`src/rtl/sbqm_pkg.sv`:
```
// Shared types and constants for the SBqM queue monitor.
package sbqm_pkg;

  // Wait-time divider sequencing.
  typedef enum logic [1:0] {
    IDLE = 2'd0,
    LOAD = 2'd1,
    DIV  = 2'd2,
    DONE = 2'd3
  } div_state_t;

  // Photocell event code, packed as {exit, enter}.
  localparam logic [1:0] EV_NONE  = 2'b00;
  localparam logic [1:0] EV_ENTER = 2'b01;
  localparam logic [1:0] EV_EXIT  = 2'b10;
  localparam logic [1:0] EV_BOTH  = 2'b11;

  // Time units spent per customer at a teller.
  localparam int SERVICE_T_DEFAULT = 3;

endpackage

```
`src/rtl/sbqm_queue_monitor_if.sv`:
```
// Sensor, control and status bundle between the photocell pads, the queue
// monitor and the SBqM display/controller logic.
interface sbqm_queue_monitor_if #(
  parameter int N      = 3,
  parameter int TW     = 2,
  parameter int WAIT_W = 8
);
  logic              front_photocell;
  logic              back_photocell;
  logic [TW-1:0]     tellers;
  logic              err_clr;
  logic [N-1:0]      pcount;
  logic              full;
  logic              empty;
  logic [WAIT_W-1:0] wait_time;
  logic              wait_valid;
  logic              busy;
  logic              full_err;
  logic              empty_err;

  // Pads/controller side: drives sensors and controls, observes status.
  modport master (
    output front_photocell, back_photocell, tellers, err_clr,
    input  pcount, full, empty, wait_time, wait_valid, busy, full_err, empty_err
  );

  // Queue monitor side.
  modport slave (
    input  front_photocell, back_photocell, tellers, err_clr,
    output pcount, full, empty, wait_time, wait_valid, busy, full_err, empty_err
  );
endinterface

```
`src/rtl/photocell_filter.sv`:
```
// Photocell conditioning: 2-FF synchronizer, debounce, rising-edge pulse.
module photocell_filter #(
  parameter int DEBOUNCE = 4
) (
  input  logic clk,
  input  logic rst_n,
  input  logic raw,
  output logic level,
  output logic rise
);
  localparam int CW = $clog2(DEBOUNCE + 1);

  logic          sync1;
  logic          sync2;
  logic          level_d;
  logic [CW-1:0] cnt;

  // Bring the asynchronous pad level into the clock domain.
  // NOTE: sequential state uses non-blocking assignments so every flop samples
  // pre-edge values; blocking here would collapse the two stages into one.
  always_ff @(posedge clk or negedge rst_n) begin
    if (!rst_n) begin
      sync1 <= 1'b0;
      sync2 <= 1'b0;
    end else begin
      sync1 <= raw;
      sync2 <= sync1;
    end
  end

  // Accept a new level only after it has differed for DEBOUNCE cycles in a row.
  always_ff @(posedge clk or negedge rst_n) begin
    if (!rst_n) begin
      cnt   <= '0;
      level <= 1'b0;
    end else if (sync2 != level) begin
      if (cnt == CW'(DEBOUNCE - 1)) begin
        level <= sync2;
        cnt   <= '0;
      end else begin
        cnt <= cnt + 1'b1;
      end
    end else begin
      cnt <= '0;
    end
  end

  // Delayed copy of the filtered level for edge detection.
  always_ff @(posedge clk or negedge rst_n) begin
    if (!rst_n) level_d <= 1'b0;
    else        level_d <= level;
  end

  assign rise = level & ~level_d;

endmodule

```
`src/rtl/sbqm_queue_monitor.sv`:
```
// SBqM queue monitor: filtered photocell events drive a saturating queue
// count; a restoring divider turns count and teller number into a wait time.
module sbqm_queue_monitor
  import sbqm_pkg::*;
#(
  parameter int N         = 3,
  parameter int DEBOUNCE  = 4,
  parameter int SERVICE_T = SERVICE_T_DEFAULT,
  parameter int TW        = 2,
  parameter int WAIT_W    = 8
) (
  input logic                  clk,
  input logic                  rst_n,
  sbqm_queue_monitor_if.slave  bus
);
  localparam int BW = $clog2(WAIT_W + 1);

  logic              front_level, back_level, front_rise, back_rise;
  logic              unused_levels;
  logic [1:0]        ev;
  logic [N-1:0]      pcount, pcount_nxt;
  logic              full_set, empty_set, full_err, empty_err;
  logic [TW-1:0]     tellers_q, op_tellers, den, t_eff;
  logic [N-1:0]      op_pcount;
  logic [WAIT_W-1:0] num, num_load, wait_time;
  logic [TW:0]       rem, rem_sh;
  logic [BW-1:0]     bit_cnt;
  logic              q_bit, request;
  div_state_t        state, state_nxt;

  photocell_filter #(.DEBOUNCE(DEBOUNCE)) u_front (
    .clk(clk), .rst_n(rst_n), .raw(bus.front_photocell),
    .level(front_level), .rise(front_rise)
  );

  photocell_filter #(.DEBOUNCE(DEBOUNCE)) u_back (
    .clk(clk), .rst_n(rst_n), .raw(bus.back_photocell),
    .level(back_level), .rise(back_rise)
  );

  // Only the edge pulses matter here; the filtered levels are left unused.
  assign unused_levels = front_level ^ back_level;
  assign ev = {back_rise, front_rise};

  // Next queue count and saturation error requests from this cycle's events.
  // NOTE: every always_comb output gets a default first so no path leaves a
  // value unassigned, which would otherwise infer a latch.
  always_comb begin
    pcount_nxt = pcount;
    full_set   = 1'b0;
    empty_set  = 1'b0;
    case (ev)
      EV_ENTER: if (pcount == '1) full_set  = 1'b1; else pcount_nxt = pcount + 1'b1;
      EV_EXIT:  if (pcount == '0) empty_set = 1'b1; else pcount_nxt = pcount - 1'b1;
      default:  pcount_nxt = pcount;
    endcase
  end

  // Queue count, sticky errors (set beats clear), registered teller count.
  always_ff @(posedge clk or negedge rst_n) begin
    if (!rst_n) begin
      pcount    <= '0;
      full_err  <= 1'b0;
      empty_err <= 1'b0;
      tellers_q <= '0;
    end else begin
      pcount    <= pcount_nxt;
      full_err  <= full_set  | (full_err  & ~bus.err_clr);
      empty_err <= empty_set | (empty_err & ~bus.err_clr);
      tellers_q <= bus.tellers;
    end
  end

  // Divider operands and one restoring-division step.
  always_comb begin
    request = (pcount != op_pcount) || (tellers_q != op_tellers);
    t_eff   = (tellers_q == '0) ? TW'(1) : tellers_q;
    if (pcount == '0) num_load = '0;
    else num_load = WAIT_W'(SERVICE_T * (int'(pcount) + int'(t_eff) - 1));
    rem_sh = {rem[TW-1:0], num[WAIT_W-1]};
    q_bit  = (rem_sh >= {1'b0, den});
  end

  // Divider state register.
  always_ff @(posedge clk or negedge rst_n) begin
    if (!rst_n) state <= IDLE;
    else        state <= state_nxt;
  end

  // Divider sequencing; a stale result in DONE restarts on the latest operands.
  always_comb begin
    state_nxt = state;
    case (state)
      IDLE:    if (request) state_nxt = LOAD;
      LOAD:    state_nxt = DIV;
      DIV:     if (bit_cnt == BW'(WAIT_W - 1)) state_nxt = DONE;
      DONE:    state_nxt = request ? LOAD : IDLE;
      default: state_nxt = IDLE;
    endcase
  end

  // Divider datapath: latch operands, shift quotient into num, publish result.
  always_ff @(posedge clk or negedge rst_n) begin
    if (!rst_n) begin
      op_pcount  <= '0;
      op_tellers <= '0;
      den        <= '0;
      num        <= '0;
      rem        <= '0;
      bit_cnt    <= '0;
      wait_time  <= '0;
    end else begin
      case (state)
        LOAD: begin
          op_pcount  <= pcount;
          op_tellers <= tellers_q;
          den        <= t_eff;
          num        <= num_load;
          rem        <= '0;
          bit_cnt    <= '0;
        end
        DIV: begin
          rem     <= q_bit ? (rem_sh - {1'b0, den}) : rem_sh;
          num     <= {num[WAIT_W-2:0], q_bit};
          bit_cnt <= bit_cnt + 1'b1;
        end
        DONE:    if (!request) wait_time <= num;
        default: ;
      endcase
    end
  end

  assign bus.pcount     = pcount;
  assign bus.full       = (pcount == '1);
  assign bus.empty      = (pcount == '0);
  assign bus.wait_time  = wait_time;
  assign bus.wait_valid = (state == IDLE) && !request;
  assign bus.busy       = (state != IDLE);
  assign bus.full_err   = full_err;
  assign bus.empty_err  = empty_err;

endmodule

```
`src/flat_wrapper.sv`:
```
// flat-port wrapper written by rule: the top's interface ports become plain ports
module sbqm_queue_monitor_flat import sbqm_pkg::*;
#(
  parameter int N         = 3,
  parameter int DEBOUNCE  = 4,
  parameter int SERVICE_T = SERVICE_T_DEFAULT,
  parameter int TW        = 2,
  parameter int WAIT_W    = 8
)
  (clk, rst_n, bus_front_photocell, bus_back_photocell, bus_tellers, bus_err_clr, bus_pcount, bus_full, bus_empty, bus_wait_time, bus_wait_valid, bus_busy, bus_full_err, bus_empty_err);
  sbqm_queue_monitor_if #(.N(N), .TW(TW), .WAIT_W(WAIT_W)) bus_i ();
  input logic clk;
  input logic rst_n;
  input wire logic [$bits(bus_i.front_photocell)-1:0] bus_front_photocell;
  input wire logic [$bits(bus_i.back_photocell)-1:0] bus_back_photocell;
  input wire logic [$bits(bus_i.tellers)-1:0] bus_tellers;
  input wire logic [$bits(bus_i.err_clr)-1:0] bus_err_clr;
  output wire logic [$bits(bus_i.pcount)-1:0] bus_pcount;
  output wire logic [$bits(bus_i.full)-1:0] bus_full;
  output wire logic [$bits(bus_i.empty)-1:0] bus_empty;
  output wire logic [$bits(bus_i.wait_time)-1:0] bus_wait_time;
  output wire logic [$bits(bus_i.wait_valid)-1:0] bus_wait_valid;
  output wire logic [$bits(bus_i.busy)-1:0] bus_busy;
  output wire logic [$bits(bus_i.full_err)-1:0] bus_full_err;
  output wire logic [$bits(bus_i.empty_err)-1:0] bus_empty_err;
  assign bus_i.front_photocell = bus_front_photocell;
  assign bus_i.back_photocell = bus_back_photocell;
  assign bus_i.tellers = bus_tellers;
  assign bus_i.err_clr = bus_err_clr;
  assign bus_pcount = bus_i.pcount;
  assign bus_full = bus_i.full;
  assign bus_empty = bus_i.empty;
  assign bus_wait_time = bus_i.wait_time;
  assign bus_wait_valid = bus_i.wait_valid;
  assign bus_busy = bus_i.busy;
  assign bus_full_err = bus_i.full_err;
  assign bus_empty_err = bus_i.empty_err;
  sbqm_queue_monitor #(.N(N), .DEBOUNCE(DEBOUNCE), .SERVICE_T(SERVICE_T), .TW(TW), .WAIT_W(WAIT_W)) u_core (.clk(clk), .rst_n(rst_n), .bus(bus_i));
endmodule
```
`config.mk`:
```
export PLATFORM = sky130hd
export DESIGN_NAME = sbqm_queue_monitor_flat
export DESIGN_NICKNAME = d
export VERILOG_FILES = /design/src/rtl/sbqm_pkg.sv /design/src/rtl/sbqm_queue_monitor_if.sv /design/src/rtl/photocell_filter.sv /design/src/rtl/sbqm_queue_monitor.sv /design/src/flat_wrapper.sv
export SDC_FILE = /design/constraint.sdc
export NUM_CORES = 1
export LEC_CHECK = 0
export CORE_ASPECT_RATIO = 1.1
export CORE_MARGIN = 2
export CORE_UTILIZATION = 50
export DETAILED_ROUTE_END_ITERATION = 7
export GPL_ROUTABILITY_DRIVEN = 0
export PLACE_DENSITY_LB_ADDON = 0.12
export SLEW_MARGIN = 20
export SYNTH_ARGS = -nofsm -noshare
export SYNTH_HDL_FRONTEND = slang
export SYNTH_SLANG_ARGS = --single-unit
```
`constraint.sdc`:
```
create_clock -name clk -period 5.59 [get_ports clk]
set_input_delay 1.118 -clock clk [delete_from_list [all_inputs] [get_ports clk]]
set_output_delay 1.118 -clock clk [all_outputs]
set_load 0.05 [all_outputs]
```
==> results of run 1 <==
sequential cells by signal, indices dropped and copies added (netlist names), 2 cells and up:
signal                flops
u_core.bus.wait_time      8
u_core.num                8
u_core.bit_cnt            4
u_core.bus.pcount         3
u_core.op_pcount          3
u_core.u_back.cnt         3
u_core.u_front.cnt        3
u_core.den                2
u_core.op_tellers         2
u_core.rem                2
u_core.state              2
u_core.tellers_q          2
synthesized netlist by cell type, drive strengths merged, types with 2 or more instances:
cell type,n,share of area
dfrtp,52,0.45
inv,28,0.036
ha,23,0.099
mux2,17,0.077
nor2,17,0.024
nand2,16,0.024
a21oi,15,0.027
o21ai,13,0.024
xnor2,12,0.041
nor3,8,0.021
nand3,7,0.014
and3,5,0.011
buf,5,0.013
clkbuf,5,0.0064
nand2b,5,0.011
nor2b,5,0.011
o22ai,5,0.011
nor3b,4,0.010
o211ai,4,0.010
a31oi,3,0.0064
fa,3,0.021
a211o,2,0.0060
a21o,2,0.0051
mux2i,2,0.0069
nand3b,2,0.0051
xor2,2,0.0060
how the worst max path moves through the flow:
stage	start	end	slack [ns]	depth (start not counted)
after detailed placement	u_core.bus.pcount[1]$_DFFE_PN0P_	u_core.num[6]$_DFFE_PN0P_	1.89	14
after CTS	u_core.bus.pcount[1]$_DFFE_PN0P_	u_core.num[6]$_DFFE_PN0P_	1.86	14
final	u_core.bus.pcount[1]$_DFFE_PN0P_	u_core.num[6]$_DFFE_PN0P_	1.87	14
after floorplan	u_core.bus.pcount[1]$_DFFE_PN0P_	u_core.num[6]$_DFFE_PN0P_	1.96	15
after global placement	u_core.bus.pcount[1]$_DFFE_PN0P_	u_core.num[6]$_DFFE_PN0P_	1.96	14
after global routing	u_core.bus.pcount[1]$_DFFE_PN0P_	u_core.num[6]$_DFFE_PN0P_	1.55	14
cells by family (layout without fill, tap and decap cells):
| group | Yosys count | in the layout |
|---|---|---|
| buffers and inverters | 38 | 60 |
| adder cells (fa/ha/maj) | 26 | 26 |
| flip-flops | 52 | 52 |
| multiplexers | 19 | 19 |
| AND/OR/NAND/NOR | 71 | 71 |
| AO/OA/AOI/OAI | 51 | 51 |
| XOR/XNOR | 14 | 14 |
through the flow:
stage	instance area [sq um]	hold slack (ns)	std cells	setup WS, ns	utilization
global placement	3190	0.335	362	1.96	0.559
detailed placement	3190	0.337	362	1.89	0.559
global route	3350	0.375	370	1.55	0.587
finish	3350	0.359	370	1.87	0.587
CTS	3350	0.363	370	1.86	0.587
floorplan	2920	0.331	271	1.96	-
layout by cell type, fill, tap and decap left out, types with 6 or more instances in the layout:
master,instances
nand2_1,14
nor2_1,16
xnor2_1,10
o21ai_0,12
dfrtp_1,52
inv_1,27
nor3_1,6
mux2_4,9
clkdlybuf4s50_1,22
ha_1,23
mux2_2,7
a21oi_1,14
nand3_1,6
critical path, delay by kind of cell, from the launching register on:
kind	cells	cell delay, ns
AO/OA/AOI/OAI	3	0.33
XOR/XNOR	1	0.19
adder cells (fa/ha/maj)	4	1.56
buffers and inverters	3	0.34
flip-flops	1	0.60
AND/OR/NAND/NOR	3	0.54
routing by layer:
layer  vias up  part of all wire
met5         -                 0
met4         0            0.0060
met3         2             0.032
met2        30              0.49
met1       938              0.47
li1        969                 -
final cells by class:
| cell class | count | area, sq um | area share |
|---|---|---|---|
| well taps | 77 | 96.3 | 0.0288 |
| repair buffers | 24 | 233 | 0.0696 |
| multi-input cells | 181 | 1450 | 0.434 |
| inverters | 28 | 105 | 0.0314 |
| clock inverters | 3 | 90.1 | 0.0269 |
| clock buffers | 5 | 68.8 | 0.0206 |
| flip-flops and latches | 52 | 1300 | 0.389 |
==> results.ini, run 1 <==
[hold_path]
hp-class = reg -> reg
hold_end = u_core.u_back.sync2$_DFF_PN0_
min_from = u_core.u_back.sync1$_DFF_PN0_
hold_depth = 0

[detailed_routing]
wl_per_cell_um = 13.0
finalWirelength_mm = 4.81
drt_pass1_iterations = 4
num_vias = 1939
drc = 0
ant_nets = 0
avgViaCountPerCell = 5.24
drt_iter0_markers = 68

[outcome]
status = complete, no violations

[critical_path]
rr_endpoint = u_core.num[6]$_DFFE_PN0P_
slowest_stage = dfrtp_1
worst-r2r-cell-count = 14
slowest_delay_ns = 0.60
crit_top_cell = inv_1
critPathArrivalTime_ns = 3.87
path_max_fanout = 10
cp_cell_sequence = inv_1 -> fa_1 -> xor2_1 -> and3_1 -> ha_1 -> inv_1 -> ha_1 -> inv_1 -> fa_1 -> nor2b_1 -> o21ai_0 -> and3_1 -> o211ai_1 -> a31oi_1
crit_type = reg -> reg
cp.required_ns = 5.74
reg2reg_slack_ns = 1.87
endpoint_kind = flop
r2r_start = u_core.bus.pcount[1]$_DFFE_PN0P_
startpoint_type = flop

[grt]
met3_usage = 0.0357
first_global_vias = 2021
track_usage = 0.172
met1_usage = 0.221
antenna_found_initial = 0
grt_first_pass_wirelength_mm = 9.00
overflow = 0
busiest_layer = met2
gr-usage-met2 = 0.292
grt_max_degree = 53

[synth]
avgSynthCellArea_sq_um = 10.8
synth_edf_count = 0
yosys.area_share.simple = 0.137
synth_fp_nets = 304
synth-main-ff-cell = dfrtp_1
synthesis.area_sq_mm = 0.00292
ys_seq_area_frac = 0.446
synth_xor_area_frac = 0.0472
synth_top_family_by_area = simple AND/OR/NAND/NOR gates
yosysWarnings = 0
synth_cells = 271
ys_types = 49
async_flop_share = 1.00
ys_ff_latch = 52
synth_compound_area_frac = 0.110
yosys-mux-area-fraction = 0.0841
yosys.area_share.adder = 0.119

[clock_tree]
cts_resized = 0
cts_setup_buffers = 0
cts_root_buffer = clkbuf_8
cts_buffer_depth = 2
clk_latency_ns = 0.30
h-tree-depth = 2
ctsHoldBuffers = 0
numCtsBuffers = 5
cts.clk_slew.worst_paths_ns = 0.09
clock-sinks = 52
cts_tree = yes

[sta]
setup_viol = 0
slew_headroom = 0.474
period_minus_slack_ns = 3.72
tns_ns = 0
hold_viol = 0
fmax_mhz = 269
fin_worst_skew_ns = 0.00948
fin_crit_sh = 0.665
drv_slew = 0
worst_pin_slew_ns = 0.789
rsz0062_at_grt = false

[layout]
num_antenna_cells = 0
nets = 325
fillers = 514
drive_above_1_share = 0.126
synthToLayoutAreaGrowth_pct = 14.8

[floorplanning]
ios = 24
rows = 29
core_sq_mm = 0.00570
die_area_sq_mm = 0.00646
start_util = 0.512
die_x_um = 76.8
die_y_um = 84.1

[job]
cap_violations = 0

[placement]
dpl.hpwl_mm = 3.53
io_buffer_count = 23

Power of run 1 is not shown: default switching activity piles up to over one toggle a cycle in this logic, so the estimate is an artifact.
==> inputs of run 2 (changes only) <==
Clock period 5.59 ns to 3.7 ns, I/O delays scaled along.
==> run 2 against run 1 <==
Effect of this change:
- via count shrank 0.41%
- sequential share of layout area up 0.27 points
- register-to-register slack got worse by 1.6 ns
- setup slack got worse by 1.6 ns
- final cell count up 1.4%
==> results.ini, run 2 (synthesis results as in run 1) <==
[detailed_routing]
ant_nets = 0
avgViaCountPerCell = 5.15
wl_per_cell_um = 13.1
finalWirelength_mm = 4.90
drt_iter0_markers = 75
drt_pass1_iterations = 4
drc = 0
num_vias = 1931

[clock_tree]
cts.clk_slew.worst_paths_ns = 0.10
clk_latency_ns = 0.31
cts_tree = yes
cts_buffer_depth = 2
h-tree-depth = 2
cts_root_buffer = clkbuf_8
clock-sinks = 52
numCtsBuffers = 5

[critical_path]
cp_cell_sequence = nand2b_1 -> ha_1 -> inv_1 -> fa_2 -> ha_1 -> xnor2_1 -> ha_1 -> ha_1 -> inv_1 -> fa_1 -> nor2b_1 -> o21ai_0 -> and3_1 -> o211ai_1 -> a31oi_1
cpLargestDelayFamily = adder cells
slowest_delay_ns = 0.45
crit_top_cell = ha_1
endpoint_kind = flop
crit_buf_inv = 2
startpoint_type = flop
slowest_stage = fa_2
crit_type = reg -> reg
path_max_fanout = 4
cp.required_ns = 3.86
critPathArrivalTime_ns = 3.59

[sta]
setup_viol = 0
fin_worst_skew_ns = 0.00968
fmax_mhz = 291
period_minus_slack_ns = 3.44
slew_headroom = 0.480
rsz0062_at_grt = false
fin_crit_sh = 0.929
worst_pin_slew_ns = 0.780
tns_ns = 0
hold_viol = 0
holdWs_ns = 0.360
drv_slew = 0

[floorplanning]
rows = 29
start_util = 0.512
ios = 24
core_sq_mm = 0.00570
die_y_um = 84.1
die_area_sq_mm = 0.00646
die_x_um = 76.8

[grt]
first_global_vias = 1880
grt_max_degree = 30
grt_first_pass_wirelength_mm = 8.76
track_usage = 0.170
overflow = 0
antenna_found_initial = 0

[layout]
num_antenna_cells = 0
final_common_cell = dfrtp_1
stdcell_area_sq_mm = 0.00333
synthToLayoutAreaGrowth_pct = 14.1
nets = 330
top_regs = u_core.bus.wait_time (8), u_core.num (8), u_core.bit_cnt (4)
drive_above_1_share = 0.148
mostFrequentLayoutCells = 51 x dfrtp_1, 27 x inv_1, 23 x ha_1

[hold_path]
hp-class = reg -> reg

[placement]
dpl.hpwl_mm = 3.70
io_buffer_count = 23
dpl_cell_area_sq_mm = 0.00321

[job]
cap_violations = 0

[outcome]
status = complete, no violations

[run 2: metrics by stage]
| stage | instances | worst slack (ns) | util |
|---|---|---|---|
| 2_1_floorplan | 271 | 0.0659 | - |
| 5_1_grt | 375 | 0.0136 | 0.584 |
| 3_5_place_dp | 365 | 0.115 | 0.563 |
| 3_3_place_gp | 365 | 0.255 | 0.563 |
| 6_report | 375 | 0.263 | 0.584 |
| 4_1_cts | 373 | 0.102 | 0.580 |
[run 2: final timing paths]
path	endpoint	from	slack, ns	cells past startpoint
min	u_core.u_front.sync2$_DFF_PN0_	u_core.u_front.sync1$_DFF_PN0_	0.36	0
min in group asynchronous	u_core.bus.wait_time[0]$_DFFE_PN0P_	rst_n	0.45	1
max	u_core.num[6]$_DFFE_PN0P_	u_core.tellers_q[0]$_DFF_PN0_	0.26	15
max in group asynchronous	u_core.tellers_q[1]$_DFF_PN0_	rst_n	2.49	2
min reg2reg	u_core.u_front.sync2$_DFF_PN0_	u_core.u_front.sync1$_DFF_PN0_	0.36	0
max reg2reg	u_core.num[6]$_DFFE_PN0P_	u_core.tellers_q[0]$_DFF_PN0_	0.26	15
[run 2: area by class of cell]
class                           count  area (sq um)
Clock buffer                        6          82.6
Clock inverter                      2          15.0
Fill cell                         506          2370
Inverter                           28           105
Multi-Input combinational cell    181          1450
Sequential cell                    52          1300
Tap cell                           77          96.3
Timing Repair Buffer               29           270
[run 2: timing repair]
action,4_1_cts,5_1_grt
hold buffers,0,0
gates resized for setup,0,2
buffers inserted,0,2
endpoints found under the setup margin,0,2
[run 2: routing by layer]
| layer | up-vias | wire (um) | global-route usage |
|---|---|---|---|
| met2 | 31 | 2370 | 0.284 |
| met5 | - | 0 | 0 |
| met3 | 6 | 158 | 0.0260 |
| li1 | 983 | - | - |
| met4 | 0 | 85 | 0.0645 |
| met1 | 911 | 2290 | 0.223 |
Power of run 2 is left out for the same reason.
